===== config.mk =====
export PLATFORM = sky130hd
export DESIGN_NAME = uart_autobaud
export DESIGN_NICKNAME = d
export VERILOG_FILES = /design/src/rtl/uart_autobaud.sv
export SDC_FILE = /design/constraint.sdc
export NUM_CORES = 1
export LEC_CHECK = 0
export BUFFER_PORTS_ARGS = -buffer_cell sky130_fd_sc_hd__buf_2
export CELL_PAD_IN_SITES_DETAIL_PLACEMENT = 0
export CELL_PAD_IN_SITES_GLOBAL_PLACEMENT = 2
export CORE_ASPECT_RATIO = 1.1
export CORE_MARGIN = 2
export CORE_UTILIZATION = 42
export DETAILED_ROUTE_END_ITERATION = 10
export HOLD_SLACK_MARGIN = 0.03
export PLACE_DENSITY_LB_ADDON = 0.1
export SLEW_MARGIN = 0
export SYNTH_ARGS = -nofsm -noshare
export SYNTH_HDL_FRONTEND = slang
export SYNTH_SLANG_ARGS = --single-unit

===== constraint.sdc =====
create_clock -name clk -period 6.1 [get_ports clk]
set_input_delay 0.305 -clock clk [delete_from_list [all_inputs] [get_ports clk]]
set_output_delay 0.305 -clock clk [all_outputs]
set_load 0.02 [all_outputs]

===== src/rtl/uart_autobaud.sv =====
// rtl/uart_autobaud.sv - autobaud divisor measurement and 16x tick generator (optional UART_AUTOBAUD_INTERVAL_CHECK_EN)
module uart_autobaud #(
    parameter int CNT_W       = 20,
    parameter int DIV_W       = 12,
    parameter int DEFAULT_DIV = 27
) (
    input  logic             clk,
    input  logic             reset,
    input  logic             rx,
    input  logic             start,
    output logic             tick,
    output logic [DIV_W-1:0] divisor,
    output logic             busy,
    output logic             locked,
    output logic             done,
    output logic             err
);

    typedef enum logic [1:0] {IDLE, ARMED, MEASURE, STOP} state_t;

    state_t           state;
    logic             rx_meta, rx_sync, rx_prev;
    logic             fall, rise;
    logic [CNT_W-1:0] total;
    logic [CNT_W-1:0] c_span;
    logic [1:0]       edges;
    logic [DIV_W-1:0] cnt;
    logic [CNT_W:0]   sum_c;
    logic [CNT_W:0]   d_calc;
    logic             d_ok;
    logic             ivl_bad;

    assign fall = rx_prev & ~rx_sync;
    assign rise = ~rx_prev & rx_sync;

    assign sum_c  = {1'b0, c_span} + (CNT_W+1)'(64);
    assign d_calc = sum_c >> 7;
    assign d_ok   = (d_calc >= (CNT_W+1)'(2)) && ((d_calc >> DIV_W) == '0);

`ifdef UART_AUTOBAUD_INTERVAL_CHECK_EN
    logic [CNT_W-1:0] intv, i1, ik, idiff;
    // ik counts the latch cycle itself, so it equals the true edge-to-edge distance
    assign ik      = intv + CNT_W'(1);
    assign idiff   = (ik > i1) ? (ik - i1) : (i1 - ik);
    assign ivl_bad = (edges != 2'd0) && (idiff > (i1 >> 2));
`else
    assign ivl_bad = 1'b0;
`endif

    always_ff @(posedge clk or posedge reset) begin
        if (reset) begin
            state   <= IDLE;
            rx_meta <= 1'b1;
            rx_sync <= 1'b1;
            rx_prev <= 1'b1;
            total   <= '0;
            c_span  <= '0;
            edges   <= '0;
            cnt     <= '0;
            tick    <= 1'b0;
            divisor <= DIV_W'(DEFAULT_DIV);
            busy    <= 1'b0;
            locked  <= 1'b0;
            done    <= 1'b0;
            err     <= 1'b0;
`ifdef UART_AUTOBAUD_INTERVAL_CHECK_EN
            intv    <= '0;
            i1      <= '0;
`endif
        end else begin
            rx_meta <= rx;
            rx_sync <= rx_meta;
            rx_prev <= rx_sync;
            done    <= 1'b0;
            err     <= 1'b0;

            tick <= (cnt == divisor - DIV_W'(1));
            if (cnt == divisor - DIV_W'(1)) cnt <= '0;
            else                            cnt <= cnt + DIV_W'(1);

            case (state)
                IDLE: begin
                    if (start) begin
                        state <= ARMED;
                        busy  <= 1'b1;
                    end
                end
                ARMED: begin
                    if (fall) begin
                        total <= '0;
                        edges <= '0;
`ifdef UART_AUTOBAUD_INTERVAL_CHECK_EN
                        intv  <= '0;
`endif
                        state <= MEASURE;
                    end
                end
                MEASURE: begin
                    total <= total + CNT_W'(1);
`ifdef UART_AUTOBAUD_INTERVAL_CHECK_EN
                    intv  <= fall ? '0 : intv + CNT_W'(1);
                    if (fall && edges == 2'd0) i1 <= ik;
`endif
                    if (&total || (fall && ivl_bad)) begin
                        err   <= 1'b1;
                        busy  <= 1'b0;
                        state <= IDLE;
                    end else if (fall) begin
                        edges <= edges + 2'd1;
                        // +1 includes the entry cycle so c_span is the exact 8-bit span
                        if (edges == 2'd3) begin
                            c_span <= total + CNT_W'(1);
                            state  <= STOP;
                        end
                    end
                end
                STOP: begin
                    total <= total + CNT_W'(1);
                    if (&total) begin
                        err   <= 1'b1;
                        busy  <= 1'b0;
                        state <= IDLE;
                    end else if (rise) begin
                        if (d_ok) begin
                            divisor <= DIV_W'(d_calc);
                            cnt     <= '0;
                            done    <= 1'b1;
                            locked  <= 1'b1;
                        end else begin
                            err <= 1'b1;
                        end
                        busy  <= 1'b0;
                        state <= IDLE;
                    end
                end
                default: state <= IDLE;
            endcase
        end
    end

endmodule


After elaboration in Yosys (flattened, before gate mapping). Cells that the tools add are included.

Register bits: 76. Output and inout bits: 17.

Reduce and logical (&&, ||, !) cells: 14. Order comparisons: 1. Bitwise logic cells: 5. Muxes and demuxes: 33. $add $sub $neg: 5. Equal/unequal tests: 13.

Operator list (number): $mux 12 (5); $pmux 20 s2 (1); $add 20x7->21 const B (1); $logic_not 21->1 (1); $add 20x1->20 const B (1); $mux 2 (10); $mux 20 (1); $reduce_and 20->1 (1); $reduce_and 4->1 (4); $ge 14x2->1 const B (1); $add 12x1->12 const B (1); $eq 12x12->1 (1); $mux 1 (12); $sub 12x1->12 const B (1); $ne 2x2->1 const B (5); $ne 3x3->1 const B (3); $pmux 2 s4 (1); $eq 2x2->1 const B (3); $reduce_and 5->1 (1); $pmux 2 s2 (1); $reduce_bool 2->1 (2); $not 1->1 (3); $pmux 1 s3 (1); $reduce_bool 3->1 (1); 8 further kinds (9).

Depth between registers and ports, before layout.
Depth in word-level cells: 7. Mapped depth: 9.

Worst setup path after synthesis. Ideal clock, no wire load.

Kind: register -> register. Start point: register divisor[0]. End point: register tick. Setup time: 0.111 ns. Path buffers: 0. Setup slack: 3.800 ns. Cell stages (with the launch flop): 9. Data arrival time: 2.189 ns. Cell sequence: dfstp_2 inv_1 ha_1 nor2_1 nor2_1 a221oi_1 a41oi_1 or4_1 a2111oi_2.

Word-level cells in the longest chain between the ends: 2.

Ends and longest elaborated chain: from (decl) (RTL line 12) `output logic [DIV_W-1:0] divisor,`; from (signal assigned) (RTL line 61) `divisor <= DIV_W'(DEFAULT_DIV);`; from (signal assigned) (RTL line 125) `divisor <= DIV_W'(d_calc);`; $sub 12x1->12 (RTL line 77) `tick <= (cnt == divisor - DIV_W'(1));`; $eq 12x12->1 (RTL line 77); to (signal assigned) (RTL line 77); to (decl) (RTL line 11) `output logic tick,`.

Every way passes these cells. A chain may end at the register's enable or synchronous reset.

Worst setup path after layout.
Start point: register c_span[7]. End point: register divisor[5].

Word-level cells in the longest chain between the ends: 4. Elaborated cells on any way between the ends: 5. Classes of those cells: add/sub (1); order compare (1); reduce/logical (3).

Ends and longest elaborated chain: from (decl) (RTL line 25) `logic [CNT_W-1:0] c_span;`; from (signal assigned) (RTL line 112) `c_span <= total + CNT_W'(1);`; $add 20x7->21 (*) (RTL line 36) `assign sum_c = {1'b0, c_span} + (CNT_W+1)'(64);`; $ge 14x2->1 or $logic_not 21->1 (tied branches) (RTL line 38) `assign d_ok = (d_calc >= (CNT_W+1)'(2)) && ((d_calc >> DIV_W) == '0);`; $logic_and 1x1->1 (RTL line 38); $reduce_and 4->1 (no line).

Every way passes the cells marked *; elsewhere a longest branch is shown, timed or not.

==> results.toml <==
[critical_path]
ff2ff_path_depth = 7
crit_required_ns = 6.34
crit_start = "c_span[7]"
critPathCaptureType = "flop"
timing.rr.start = "c_span[7]"
path_max_fanout = 25
start_kind = "flop"
cp.arrival_ns = 3.15
path_class = "reg2reg"
r2r_slack_ns = 3.19
reg2reg_to = "divisor[5]"

[finish]
layout-area-overhead-vs-synth_pct = 8.82
diodes = 0
stdcell_count = 607
final_net_count = 496
layout-drive-gt1-share_pct = 14.6

[die]
io_pins = 21
coreArea_sq_um = 9940
die_h_um = 110
rows = 38
start_util_pct = 43.4
dieArea_sq_um = 11100
die_x_um = 101

[clock_network]
worstSkewPairLatency_ns = 0.36
cts_setup_buffers = 0
htree_levels = 3
cts_buffers = 9
clk_path_buf_depth = 2
cts_tree = "built"
path_clk_slew_ns = 0.08
cts_root_buf = "clkbuf_8"
ctsResizeCount = 0
numClockSinks = 70

[placement]
dp_cells = 590
hpwlAfterDp_mm = 7.10
port_buffers = 20
post-place-ws_ns = 3.18
gp_congestion = 0.838

[sta]
max_freq_ghz = 0.344
clock_skew_ns = 0.00982
fin_crit_ns = 2.91
worstMarginPinSlew_ns = 0.921
slew_headroom_pct = 38.2
rsz0062_at_grt = "false"
finalHoldViolCount = 0
drv_slew = 0
finalCritPeriodShare_pct = 47.6
finalWorstSetupSlack_ns = 3.19
setup_tns_ns = 0
finalSetupViolCount = 0

[synthesis]
synth_cell_type_count = 64
ys_async_sr_fraction_pct = 100
yosysTopAreaCell = "dfrtp_1"
synth_edf_count = 0
ys_seq_area_share_pct = 40.8
yosys_warnings = 0
synth_seq_cells = 70
syn_nets = 484
synth_area_leaders = "dfrtp_1, xnor2_1, o21ai_0"
syn_avg_cell_area_sq_um = 9.18
synth.cell_area_sq_um = 4310
synth_top_area_share_pct = 36.5
syn-instance-count = 470
synth_ff_type = "dfrtp_1"

[routing]
viasPerCell = 5.63
via_count = 3419
wl_per_cell_um = 16.3
first_pass_iters = 5
drt_iter0_markers = 138
drc = 0
drtAntennaViolNets = 0
finalWirelength_mm = 9.87

[pwr]
ir_worst_vdd_uv = 253
power_density_nw_per_um2 = 418
leakagePower_nw = 1.93

[global_routing]
grt_pass1_wl_mm = 17.1
grt_pass1_vias = 3388
track_usage_pct = 19.9
antenna_found_initial = 0
grt-ovfl-total = 0
grt_start_max_net_pins = 71

[run_status]
status = "finished, final reports clean"

[job]
cap_violations = 0

[min_path]
hp-class = "in2async"
state kept, by name (all words and copies together), names as in the netlist, 2 cells and up:
name	count
total	20
state	2
divisor	12
c_span	14
edges	2
cnt	12
layout make-up:
cell class | count | area (sq um)
inverter | 14 | 52.6
fill | 1016 | 5240
sequential | 70 | 1760
clock buffer | 11 | 131
tap | 120 | 150
clock inverter | 5 | 83.8
multi-input combinational | 362 | 2380
timing repair buffer | 25 | 140
stage by stage:
stage	util (%)	total power (W)	hold slack, ns	instance area (sq um)
2_1_floorplan	-	0.00134	0.309	4310
3_3_place_gp	45.0	0.00155	0.349	4470
3_5_place_dp	45.0	0.00156	0.350	4470
4_1_cts	47.2	0.00198	0.236	4690
5_1_grt	47.2	0.00212	0.287	4690
6_report	47.2	0.00196	0.196	4690
worst max-delay path by stage:
stage / slack (ns) / end
final: 3.19 / divisor[5]
after global placement: 3.27 / divisor[5]
after CTS: 3.16 / divisor[5]
after detailed placement: 3.18 / divisor[5]
after global routing: 2.89 / divisor[5]
after floorplan: 3.80 / tick
placed cells by master, fill, tap and decap left out, drive strengths merged, types with 3 or more instances in the layout:
master | netlist | layout
nand2 | 44 | 44
ha | 10 | 10
and3 | 9 | 9
mux2 | 8 | 8
a31oi | 7 | 7
o21ai | 43 | 43
xor2 | 22 | 22
nor4 | 9 | 9
o211ai | 3 | 3
dfrtp | 63 | 63
a21oi | 22 | 22
buf | 11 | 24
nor3b | 3 | 3
nand3b | 3 | 3
nand2b | 7 | 7
inv | 14 | 14
nor2 | 36 | 36
o22ai | 3 | 3
a22o | 5 | 5
dfstp | 7 | 7
nor3 | 23 | 23
nand3 | 22 | 22
mux2i | 4 | 4
nand4 | 11 | 11
clkbuf | 13 | 11
xnor2 | 25 | 25
o31ai | 8 | 8
and2 | 4 | 4
nor2b | 4 | 4
synth_stat cells, types with 3 or more instances:
master / instances
mux2_2: 6
nor3_2: 5
and3_1: 9
dfrtp_1: 63
nand4_1: 11
and2_1: 4
clkbuf_1: 12
nand3_1: 21
xnor2_1: 25
mux2i_1: 4
o22ai_1: 3
nand2_1: 42
nand3b_1: 3
ha_1: 10
o21ai_0: 42
inv_1: 14
nor4_1: 5
a21oi_1: 21
nor2_1: 36
a31oi_1: 7
dfstp_2: 7
a22o_1: 5
nor3_1: 18
nor2b_1: 4
buf_4: 3
xor2_1: 22
nand2b_1: 7
o31ai_1: 8
buf_2: 6
logic make-up after synthesis:
| group | share of synthesized area, % |
|---|---|
| AND/OR/NAND/NOR | 23.5 |
| AO/OA/AOI/OAI | 16.0 |
| flip-flops | 40.8 |
| XOR/XNOR | 9.54 |
| buffers and inverters | 4.12 |
| multiplexers | 3.19 |
| adder cells (fa/ha/maj) | 2.90 |
critical path, stage by stage (launching register included):
cell and delay (ns):
dfrtp_1 0.44, ha_1 0.33, nand2_1 0.19, nor3_1 0.36, a2bb2oi_1 0.31, nor4_4 0.11, a21oi_4 0.63, mux2_2 0.41
report_power, final:
part / total (W) / internal [W] / switching [W]
logic: 0.000845 / 0.000333 / 0.000513
registers: 0.000703 / 0.000562 / 0.000141
clock network: 0.000415 / 0.000231 / 0.000184
routing by layer:
metal,vias up,wire (um),GRT usage [%]
met4,0,296,10.2
li1,1708,-,-
met3,21,191,2.46
met5,-,0,0
met1,1637,4420,24.6
met2,53,4960,34.4
timing repair:
item                                   4_1_cts  5_1_grt
endpoints found under the hold margin        1        0
setup endpoints to repair                    0        0
hold buffers                                 1        0
Note: power is estimated with default switching activity, not from simulation.
